$ cat src/rtl/bank_read_sequencer.sv
// Valid/ready read sequencer driving a registered one-hot bank read enable, with idle
// turnaround cycles on a bank change. Optional stats counters: BANK_READ_SEQ_STATS_EN.
module bank_read_sequencer #(
  parameter int unsigned NUM_BANKS   = 4,
  parameter int unsigned SEL_W       = $clog2(NUM_BANKS),
  parameter int unsigned TURNAROUND  = 2,
  parameter int unsigned READ_CYCLES = 1
) (
  input  logic                 wb_clk_i,
  input  logic                 wb_rst_i,
  input  logic                 req_valid,
  input  logic [SEL_W-1:0]     req_bank,
  output logic                 req_ready,
  output logic [NUM_BANKS-1:0] bank_read_en,
  output logic                 busy,
  output logic                 rd_done,
  output logic                 err_bad_bank,
  output logic [15:0]          read_count,
  output logic [15:0]          switch_count
);

  typedef enum logic [1:0] {
    S_IDLE = 2'd0,
    S_TURN = 2'd1,
    S_READ = 2'd2
  } state_e;

  // Counter load values: the state exits when the counter has counted down to 0.
  localparam logic [3:0] TURN_LOAD = 4'((TURNAROUND == 0) ? 0 : (TURNAROUND - 1));
  localparam logic [3:0] READ_LOAD = 4'(READ_CYCLES - 1);
  localparam bit         TURN_EN   = (TURNAROUND != 0);

  state_e               state_q, state_d;
  logic [3:0]           cnt_q, cnt_d;
  logic [SEL_W-1:0]     bank_q, bank_d;
  logic [SEL_W-1:0]     last_bank_q, last_bank_d;
  logic                 last_valid_q, last_valid_d;
  logic                 req_ready_q, req_ready_d;
  logic [NUM_BANKS-1:0] en_q, en_d;
  logic                 busy_q, busy_d;
  logic                 rd_done_q, rd_done_d;
  logic                 err_q, err_d;
  logic                 accept_c;
  logic                 bad_bank_c;

  assign accept_c   = req_valid && req_ready_q;
  assign bad_bank_c = 32'(req_bank) >= 32'(NUM_BANKS);

  // State and registered outputs
  always_ff @(posedge wb_clk_i) begin
    if (wb_rst_i) begin
      state_q      <= S_IDLE;
      cnt_q        <= 4'd0;
      bank_q       <= '0;
      last_bank_q  <= '0;
      last_valid_q <= 1'b0;
      req_ready_q  <= 1'b0;
      en_q         <= '0;
      busy_q       <= 1'b0;
      rd_done_q    <= 1'b0;
      err_q        <= 1'b0;
    end else begin
      state_q      <= state_d;
      cnt_q        <= cnt_d;
      bank_q       <= bank_d;
      last_bank_q  <= last_bank_d;
      last_valid_q <= last_valid_d;
      req_ready_q  <= req_ready_d;
      en_q         <= en_d;
      busy_q       <= busy_d;
      rd_done_q    <= rd_done_d;
      err_q        <= err_d;
    end
  end

  // Next-state logic
  always_comb begin
    state_d      = state_q;
    cnt_d        = cnt_q;
    bank_d       = bank_q;
    last_bank_d  = last_bank_q;
    last_valid_d = last_valid_q;
    err_d        = 1'b0;
    unique case (state_q)
      S_IDLE: begin
        if (accept_c) begin
          if (bad_bank_c) begin
            err_d = 1'b1;
          end else begin
            bank_d = req_bank;
            if ((last_valid_q && (req_bank == last_bank_q)) || !TURN_EN) begin
              state_d = S_READ;
              cnt_d   = READ_LOAD;
            end else begin
              state_d = S_TURN;
              cnt_d   = TURN_LOAD;
            end
          end
        end
      end
      S_TURN: begin
        if (cnt_q == 4'd0) begin
          state_d = S_READ;
          cnt_d   = READ_LOAD;
        end else begin
          cnt_d = cnt_q - 4'd1;
        end
      end
      S_READ: begin
        if (cnt_q == 4'd0) begin
          state_d      = S_IDLE;
          last_bank_d  = bank_q;
          last_valid_d = 1'b1;
        end else begin
          cnt_d = cnt_q - 4'd1;
        end
      end
      default: state_d = S_IDLE;
    endcase
  end

  // Output logic, evaluated on the next state so the outputs line up with it
  always_comb begin
    en_d        = '0;
    busy_d      = (state_d != S_IDLE);
    req_ready_d = (state_d == S_IDLE);
    rd_done_d   = 1'b0;
    if (state_d == S_READ) begin
      en_d      = NUM_BANKS'(1) << bank_d;
      rd_done_d = (cnt_d == 4'd0);
    end
  end

  assign req_ready    = req_ready_q;
  assign bank_read_en = en_q;
  assign busy         = busy_q;
  assign rd_done      = rd_done_q;
  assign err_bad_bank = err_q;

`ifdef BANK_READ_SEQ_STATS_EN
  logic [15:0] read_count_q;
  logic [15:0] switch_count_q;

  // Saturating counters of completed reads and turnaround entries
  always_ff @(posedge wb_clk_i) begin
    if (wb_rst_i) begin
      read_count_q   <= 16'h0000;
      switch_count_q <= 16'h0000;
    end else begin
      if (rd_done_d && (read_count_q != 16'hFFFF)) begin
        read_count_q <= read_count_q + 16'd1;
      end
      if ((state_d == S_TURN) && (state_q != S_TURN) && (switch_count_q != 16'hFFFF)) begin
        switch_count_q <= switch_count_q + 16'd1;
      end
    end
  end

  assign read_count   = read_count_q;
  assign switch_count = switch_count_q;
`else
  assign read_count   = 16'h0000;
  assign switch_count = 16'h0000;
`endif

endmodule

$ cat config.mk
export PLATFORM = sky130hd
export DESIGN_NAME = bank_read_sequencer
export DESIGN_NICKNAME = d
export VERILOG_FILES = /design/src/rtl/bank_read_sequencer.sv
export SDC_FILE = /design/constraint.sdc
export NUM_CORES = 1
export LEC_CHECK = 0
export ABC_AREA = 1
export CAP_MARGIN = 20
export CORE_MARGIN = 2
export CORE_UTILIZATION = 42
export CTS_CLUSTER_DIAMETER = 40
export DETAILED_ROUTE_END_ITERATION = 10
export PLACE_DENSITY = 0.85
export SLEW_MARGIN = 5
export SYNTH_ARGS = -nofsm -noshare
export SYNTH_HDL_FRONTEND = slang
export SYNTH_SLANG_ARGS = --single-unit
$ cat constraint.sdc
create_clock -name wb_clk_i -period 2.03 [get_ports wb_clk_i]
set_input_delay 0.406 -clock wb_clk_i [delete_from_list [all_inputs] [get_ports wb_clk_i]]
set_output_delay 0.406 -clock wb_clk_i [all_outputs]
set_load 0.03 [all_outputs]
==> run metrics, run 1 <==
area post-placement=1110 um2; Hold-fix buffers, CTS=0; Ports=45; Area contributors post-synth=dfxtp_1 33%, buf_4 23%, nand2_1 9.6%, inv_1 6.2%, nor2_1 4.1%; Core Footprint=2480 um2; Via Count=784; CP max-delay cell=clkdlybuf4s50_1; Internal=555 uW; Tot Pwr=865 uW; Distinct cells, synth=23; EDFF count, synth=0; layout cells sized above 1=10.9%; final instance area=1150 um2; Final period util=84.8%; Die W=55.1 um; wire per inst=8.58 um; # Max-Cap Violations=0; top-area cell type share of the netlist area=32.9%; worst hold start=last_bank_q[0]$_SDFFE_PP0P_; critical-path cell list=clkdlybuf4s50_1; Fmax=0.581 GHz; Syn. warnings=0; number of H-tree levels=1; drt pass-1 iters=4; FILL cells=268; Reg2Reg Setup Slack=0.46 ns; grt total ovfl=0; drt initial violations=8; Sw Share=35.9%; footprint of the multi-input gates=519 um2; critical path type=reg2out; die area=3030 um2; Reg area=360 um2; CTS tree=done; WHS Path Cells=2; CP endpoint kind=output port; CTS Root Cell=clkbuf_4; Flop pwr share=44.9%; Global Route Usage Sum=12.3%; Post-CTS Resized=0; final setup fails=0; Seq/Total Area, Yosys=32.9%; number of global-route vias before repair=604; Logic pwr share=30.2%; synthesized instance count=151; #FFs+latches synth=18; worst vdd ir=0.396 mV; commonest register cell after synthesis=dfxtp_1; hpwl dp=1380 um; FP Rows=18; Mapped Area=1100 um2; Reg clk slew, reported paths=0.10 ns; Starting Density=44.2%; first-pass GRT wire length=2540 um; Die Y=55.1 um; Hold Crit Endpoint=last_bank_q[0]$_SDFFE_PP0P_; critical path peak fanout=1; RSZ-0062 raised after global routing=false; Static Leak=0.000590 uW; NumNets Final=173; CP peak stage delay=0.67 ns; vias per std cell=4.02; initial antenna violation count=0; Post-Route WL=1670 um; post-route ant nets=0; ant diodes=0; HP Class=reg2reg; CTS Buf Count=3; GPL Wtd Cong=0.864; PD cells=753 nW/um2; clock share of power=25.0%; post-CTS setup buffer count=0; Post-route DRC=0; Slew Limit Fails=0; largest delay contributor family on the critical path=buffers and inverters; Switch Pwr=311 uW; CTS Sinks=18; WP buf/inv=1; Reg2Reg Depth=10; worst reg2reg startpoint=cnt_q[0]$_SDFF_PP0_; Yosys top cell by area=dfxtp_1; pin count of the biggest net entering global routing=11; IO buf count=11; CP Launch Type=register; WP data arrival=1.32 ns; reg2reg end=rd_done$_SDFF_PP0_; Worst Path Required=1.62 ns; Final min period=1.72 ns; crit path from=rd_done$_SDFF_PP0_; status=finished, final reports clean; setup TNS=0 ns; clock buffer depth=2; count of final hold-check violations=0; Layout area overhead=4.91%; later-pin clock latency in the skew report=0.29 ns; skew final=0.00249 ns; mean area per synthesized cell=7.26 um2; Async SR Flop Fraction=0%
## cells by family after synthesis
family	share of synthesized area, %
other	0.342
AOI/OAI and AO/OA	7.65
and+or+nand+nor	26.1
buffers and inverters	30.7
adders and majority gates	2.28
DFF	32.9
## how the worst max path moves through the flow
| stage | cells after the start | slack (ns) | to |
|---|---|---|---|
| 4_1_cts | 1 | 0.29 | rd_done |
| 5_1_grt | 1 | 0.26 | rd_done |
| 2_1_floorplan | 10 | 0.59 | rd_done$_SDFF_PP0_ |
| 6_report | 1 | 0.31 | rd_done |
| 3_3_place_gp | 7 | 0.26 | bank_read_en[2]$_SDFF_PP0_ |
| 3_5_place_dp | 9 | 0.19 | bank_read_en[1]$_SDFF_PP0_ |
## cell usage in the layout, fill, tap and decap left out, drive strengths merged
cell / count
or2: 2
a21oi: 7
nor2: 14
conb: 33
ha: 2
dfxtp: 18
inv: 21
o21ai: 9
clkbuf: 4
buf: 1
nor3: 3
nand3: 6
nand3b: 2
clkdlybuf4s50: 11
nand2: 32
## worst reg2reg max path: cells and delay by family, from the launching register on
family / cells / cell delay, ns
AO/OA/AOI/OAI: 1 / 0.13
flip-flops: 1 / 0.31
buffers and inverters: 2 / 0.16
adder cells (fa/ha/maj): 2 / 0.54
AND/OR/NAND/NOR: 5 / 0.35
## through the flow
stage	std cells	utilization (%)	worst slack (ns)	hold WS (ns)
5_1_grt	195	46.4	0.255	0.502
3_5_place_dp	191	44.9	0.195	0.465
3_3_place_gp	191	44.9	0.260	0.447
4_1_cts	195	46.4	0.286	0.480
6_report	195	46.4	0.308	0.476
2_1_floorplan	183	-	0.592	0.436
## state kept, by name, indices dropped and copies added, names as in the netlist
signal / count
bank_read_en: 4
bank_q: 2
last_valid_q: 1
req_ready: 1
rd_done: 1
state_q: 2
cnt_q: 4
last_bank_q: 2
busy: 1
## metal layers
metal / vias to the layer above / GRT usage [%] / part of all wire (%)
met5: - / 0 / 0
met2: 18 / 18.7 / 49
met3: 4 / 3.23 / 4.3
met4: 0 / 6.10 / 1.9
met1: 337 / 15.9 / 45
li1: 425 / - / -
## cell type report
cell class                 instances  share of cell area (%)
inverter                          21                    6.86
multi-input combinational        110                    45.2
tap                               30                    3.26
clock buffer                       4                    3.16
sequential                        18                    31.3
timing repair buffer              12                    10.2
## power by group through the flow
stage | sequential (uW) | combinational, uW | clock, uW
after floorplan | 410 | 248 | 0
after global placement | 396 | 258 | 0
after detailed placement | 397 | 261 | 0
after CTS | 389 | 262 | 221
after global routing | 391 | 291 | 246
final | 388 | 261 | 216
## Yosys cell counts, types with 2 or more instances
cell type	number
buf_4	33
nand2_1	28
dfxtp_1	18
inv_1	18
nor2_1	12
a21oi_1	7
nand3_1	6
o21ai_0	4
o21ai_1	4
inv_2	3
ha_1	2
nand2_2	2
nand2_4	2
nand3b_1	2
nor2_2	2
Power figures use the tool's default switching activity.
==> inputs of run 2 (changes only) <==
--- a/config.mk
+++ b/config.mk
@@ -8,10 +8,10 @@
 export ABC_AREA = 1
 export CAP_MARGIN = 20
 export CORE_MARGIN = 2
-export CORE_UTILIZATION = 42
+export CORE_UTILIZATION = 38
 export CTS_CLUSTER_DIAMETER = 40
 export DETAILED_ROUTE_END_ITERATION = 10
-export PLACE_DENSITY = 0.85
+export PLACE_DENSITY = 0.81
 export SLEW_MARGIN = 5
 export SYNTH_ARGS = -nofsm -noshare
 export SYNTH_HDL_FRONTEND = slang
==> constraint.sdc (replaced) <==
create_clock -name wb_clk_i -period 1.5 [get_ports wb_clk_i]
set_input_delay 0.3 -clock wb_clk_i [delete_from_list [all_inputs] [get_ports wb_clk_i]]
set_output_delay 0.3 -clock wb_clk_i [all_outputs]
set_load 0.03 [all_outputs]
==> run metrics, run 2 (synthesis gave the netlist of run 1 again) <==
Layout area overhead=12.7%; later-pin clock latency in the skew report=0.31 ns (+0.02 ns); CP max-delay cell=dfxtp_2; count of final hold-check violations=0 (unchanged); worst hold start=last_valid_q$_SDFFE_PP0P_; Core Footprint=2760 um2 (+11%); critical-path cell list=inv_2, ha_4, nand2_4, buf_4, o21ai_1, inv_1, o21ai_4, nand2_4, inv_2, or2_1; critical path type=reg2reg; met3 Track Usage GR=4.24% (+1.0 points); CP peak stage delay=0.35 ns (-0.32 ns); commonest non-fill, non-tap cell in the layout=conb_1; CTS Buf Count=3 (unchanged); worst vdd ir=0.825 mV (+110%); CTS Sinks=18 (unchanged); Global Route Usage Sum=12.0% (-0.30 points); Static Leak=0.000658 uW (+12%); Tot Pwr=1240 uW (+43%); largest delay contributor family on the critical path=simple AND/OR/NAND/NOR gates; Die W=57.7 um (+4.8%); die area=3330 um2 (+9.7%); Hold Crit Endpoint=last_valid_q$_SDFFE_PP0P_; Ports=45 (unchanged); GR Layer Usage met1=13.7% (-2.2 points); global routing's busiest layer=met2; layout cells sized above 1=18.0% (+7.1 points); vias per std cell=4.11 (+2.2%); FP Rows=19 (+1); number of H-tree levels=1 (unchanged); NumNets Final=180 (+4.0%); Starting Density=39.7% (-4.5 points); wire per inst=8.88 um (+3.5%); post-route ant nets=0 (unchanged); reg2reg end=busy$_SDFF_PP0_; initial antenna violation count=0 (unchanged); Slew Limit Fails=0 (unchanged); FILL cells=278 (+3.7%); status=finished, final reports clean; grt total ovfl=0 (unchanged); pin count of the biggest net entering global routing=11 (unchanged); WP buf/inv=4 (+3); Worst Path Required=1.71 ns (+0.09 ns); final setup fails=0 (unchanged); ant diodes=0 (unchanged); Reg clk slew, reported paths=0.10 ns (about the same); # Max-Cap Violations=0 (unchanged); number of global-route vias before repair=747 (+24%); IO buf count=11 (unchanged); Die Y=57.7 um (+4.8%); Reg2Reg Setup Slack=0.08 ns (-0.38 ns); drt pass-1 iters=4 (unchanged); Post-route DRC=0 (unchanged); Via Count=834 (+6.4%); clock buffer depth=2 (unchanged); PD cells=1000 nW/um2 (+33%); first-pass GRT wire length=3020 um (+19%); GPL Wtd Cong=0.823 (-4.7%); placed cell count=199 (+4.2%); Post-Route WL=1800 um (+7.7%); CTS Root Cell=clkbuf_4; HP Class=reg2reg; hpwl dp=1430 um (+3.6%); Reg2Reg Depth=10 (unchanged); CP Launch Type=register; post-CTS setup buffer count=0 (unchanged); WP data arrival=1.63 ns (+0.31 ns); GR Util met2=18.8% (+0.18 points); drt initial violations=11 (+3); Final period util=94.7%; WHS Path Cells=2 (unchanged); Final min period=1.42 ns; RSZ-0062 raised after global routing=true; worst reg2reg startpoint=cnt_q[1]$_SDFF_PP0_; critical path peak fanout=7 (+6); Fmax=0.704 GHz; post-route insts no fill=203 (+4.1%); CP endpoint kind=register; most frequent cells in the layout=33 x conb_1, 28 x nand2_1, 16 x inv_1, 16 x dfxtp_1, 12 x nor2_1; CTS tree=done; skew final=0.00306 ns (+0.000573 ns)
run 2: cell types whose count changed in the layout (fill, tap and decap cells not counted), sizes merged:
cell / previous run / this run
dlygate4sd2: 0 / 7
buf: 1 / 8
clkdlybuf4s50: 11 / 4
run 2: metal layers:
layer | vias up | part of all wire [%]
met5 | - | 0
met3 | 7 | 6.4
li1 | 438 | -
met2 | 24 | 49
met1 | 365 | 41
met4 | 0 | 3.2
run 2: through the flow:
stage | util [%] | worst slack (ns) | TNS [ns] | cell area [um2] | hold WS, ns
6_report | 44.8 | 0.0801 | 0 | 1230 | 0.483
5_1_grt | 44.8 | -0.0204 | -0.0218 | 1230 | 0.499
4_1_cts | 43.4 | 0.0165 | 0 | 1200 | 0.480
3_5_place_dp | 42.3 | -0.199 | -1.30 | 1170 | 0.465
3_3_place_gp | 42.3 | -0.179 | -1.10 | 1170 | 0.446
2_1_floorplan | - | 0.0616 | 0 | 1220 | 0.436
run 2: layout make-up:
class	count	area, um2	share of cell area [%]
multi-input combinational	110	557	45.1
clock buffer	4	36.3	2.94
tap	31	38.8	3.14
timing repair buffer	19	161	13.1
sequential	18	363	29.4
inverter	21	78.8	6.38
run 2: worst register-to-register path, delay by kind of cell, from the launching register on:
| family | cells | cell delay, ns |
|---|---|---|
| fa+ha+maj | 1 | 0.16 |
| buf+inv | 4 | 0.31 |
| compound gates | 2 | 0.13 |
| flops | 1 | 0.35 |
| simple gates | 3 | 0.38 |
run 2: worst max-delay path by stage:
stage | startpoint | to | cells past startpoint
4_1_cts | cnt_q[1]$_SDFF_PP0_ | rd_done$_SDFF_PP0_ | 10
3_3_place_gp | req_valid | rd_done$_SDFF_PP0_ | 7
5_1_grt | cnt_q[1]$_SDFF_PP0_ | rd_done$_SDFF_PP0_ | 10
3_5_place_dp | req_valid | bank_read_en[1]$_SDFF_PP0_ | 9
6_report | cnt_q[1]$_SDFF_PP0_ | busy$_SDFF_PP0_ | 10
2_1_floorplan | cnt_q[0]$_SDFF_PP0_ | rd_done$_SDFF_PP0_ | 10
run 2: repair_timing:
item                                    CTS  global route
pin swaps                                 0             0
resized for setup                         8             8
endpoints found under the setup margin    8             7
hold buffers                              0             0
run 2: where the power goes:
part / switching [uW] / internal [uW]
Sequential: 17.8 / 509
Combinational: 275 / 125
Clock: 159 / 148
Total: 452 / 783
==> inputs of run 3 (changes only) <==
==> constraint.sdc (replaced) <==
create_clock -name wb_clk_i -period 1.5 [get_ports wb_clk_i]
set_input_delay 0.375 -clock wb_clk_i [delete_from_list [all_inputs] [get_ports wb_clk_i]]
set_output_delay 0.375 -clock wb_clk_i [all_outputs]
set_load 0.03 [all_outputs]
==> run metrics, run 3 (synthesis gave the netlist of run 1 again) <==
FILL cells=282 (+1.4%); clock buffer depth=2 (unchanged); Slew Limit Fails=0 (unchanged); Post-route DRC=0 (unchanged); vias per std cell=4.20 (+2.1%); ant diodes=0 (unchanged); Final period util=97.7% (+3.0 points); number of H-tree levels=1 (unchanged); cell count along the critical path=10 (unchanged); hpwl dp=1440 um (+0.33%); status=finished, final reports clean; critical path peak fanout=7 (unchanged); Core Footprint=2760 um2 (unchanged); WP data arrival=1.69 ns (+0.06 ns); RSZ-0062 raised after global routing=true; critical path type=reg2reg; # Max-Cap Violations=0 (unchanged); post-route ant nets=0 (unchanged); Fmax=0.682 GHz (-3.1%); FP Rows=19 (unchanged); Global Route Usage Sum=11.8% (-0.13 points); grt total ovfl=0 (unchanged); layout cells sized above 1=21.8% (+3.8 points); CTS Sinks=18 (unchanged); Tot Pwr=1240 uW (+0.48%); CTS Root Cell=clkbuf_4; Post-Route WL=1940 um (+7.6%); CP peak stage delay=0.33 ns (-0.02 ns); CP max-delay cell=dfxtp_2; largest delay contributor family on the critical path=simple AND/OR/NAND/NOR gates; worst reg2reg startpoint=cnt_q[1]$_SDFF_PP0_; initial antenna violation count=0 (unchanged); Reg clk slew, reported paths=0.10 ns (about the same); GPL Wtd Cong=0.828 (+0.61%); Die W=57.7 um (unchanged); drt pass-1 iters=4 (unchanged); drt initial violations=16 (+5); HP Class=reg2reg; footprint of the multi-input gates=573 um2 (+2.9%); commonest non-fill, non-tap cell in the layout=conb_1; CP Launch Type=register; CP endpoint kind=register; first-pass GRT wire length=3120 um (+3.2%); placed cell count=199 (unchanged); most frequent cells in the layout=33 x conb_1, 26 x nand2_1, 16 x inv_1, 16 x dfxtp_1, 11 x nor2_1; die area=3330 um2 (unchanged); critical-path cell list=inv_2, ha_4, nand2_4, ha_4, o21ai_1, inv_1, nand2_1, nor2_1, nand2_1, nor3_2; skew final=0.00206 ns (-0.00100 ns); IO buf count=11 (unchanged); Static Leak=0.000681 uW (+3.5%); CTS Buf Count=3 (unchanged); pin count of the biggest net entering global routing=11 (unchanged); post-route insts no fill=205 (+0.99%); crit path from=cnt_q[1]$_SDFF_PP0_; Ports=45 (unchanged); Final min period=1.47 ns (+0.0453 ns); number of global-route vias before repair=788 (+5.5%); Reg2Reg Setup Slack=0.03 ns (-0.05 ns); worst vdd ir=0.928 mV (+12%); CTS tree=done; PD cells=976 nW/um2 (-2.4%); NumNets Final=182 (+1.1%); Reg area=363 um2 (unchanged); Via Count=860 (+3.1%); count of final hold-check violations=0 (unchanged); Starting Density=39.7% (unchanged); Hold-fix buffers, CTS=0 (unchanged); later-pin clock latency in the skew report=0.29 ns (-0.02 ns); Worst Path Required=1.72 ns (about the same); reg2reg end=rd_done$_SDFF_PP0_; WP buf/inv=2 (-2); wire per inst=9.46 um (+6.6%); Worst Setup EP=rd_done$_SDFF_PP0_; final setup fails=0 (unchanged); Reg2Reg Depth=10 (unchanged); Die Y=57.7 um (unchanged); Layout area overhead=16.0%
[run 3: metrics by stage]
step	area, um2	setup TNS [ns]	setup WS, ns	hold WS, ns	util [%]
final	1270	0	0.0347	0.463	46.1
after global routing	1270	-0.0882	-0.0882	0.494	46.1
after CTS	1190	0	0.00281	0.466	43.3
after detailed placement	1170	-2.18	-0.300	0.452	42.3
after global placement	1170	-1.94	-0.248	0.446	42.3
after floorplan	1220	0	0.0616	0.436	-
[run 3: cell type report]
type,instances,area share [%]
multi-input cells,110,45.1
flip-flops and latches,18,28.5
repair buffers,21,14.1
inverters,21,6.40
well taps,31,3.05
clock buffers,4,2.85
[run 3: how the worst min path moves through the flow]
stage / start / to / slack (ns) / depth (start not counted)
2_1_floorplan: last_valid_q$_SDFFE_PP0P_ / last_valid_q$_SDFFE_PP0P_ / 0.44 / 2
3_3_place_gp: last_valid_q$_SDFFE_PP0P_ / last_valid_q$_SDFFE_PP0P_ / 0.45 / 2
3_5_place_dp: last_valid_q$_SDFFE_PP0P_ / last_valid_q$_SDFFE_PP0P_ / 0.45 / 2
4_1_cts: last_valid_q$_SDFFE_PP0P_ / last_valid_q$_SDFFE_PP0P_ / 0.47 / 2
5_1_grt: last_valid_q$_SDFFE_PP0P_ / last_valid_q$_SDFFE_PP0P_ / 0.49 / 2
6_report: last_valid_q$_SDFFE_PP0P_ / last_valid_q$_SDFFE_PP0P_ / 0.46 / 2
[run 3: per-layer routing]
layer	up-vias	GRT usage, %	part of all wire [%]
met5	-	0	0
met4	0	2.99	2.3
met3	4	4.69	6.7
met2	30	19.3	50
met1	381	14.6	41
li1	445	-	-
[run 3: timing repair]
action,CTS,global route
pin swaps,0,9
resized for setup,7,16
buffers inserted,0,2
endpoints found under the setup margin,7,7
[run 3: worst min-delay path: cells and delay by family, from the launching register on]
| family | cells | cell delay [ns] |
|---|---|---|
| flops | 1 | 0.31 |
| buf+inv | 1 | 0.06 |
| compound gates | 1 | 0.06 |
[run 3: report_power, final]
group          total [uW]  internal (uW)  leakage, uW  switching (uW)
combinational         417            131     0.000513             286
clock                 296            148    0.0000210             148
sequential            528            509     0.000147            19.3
total                1240            788     0.000681             453
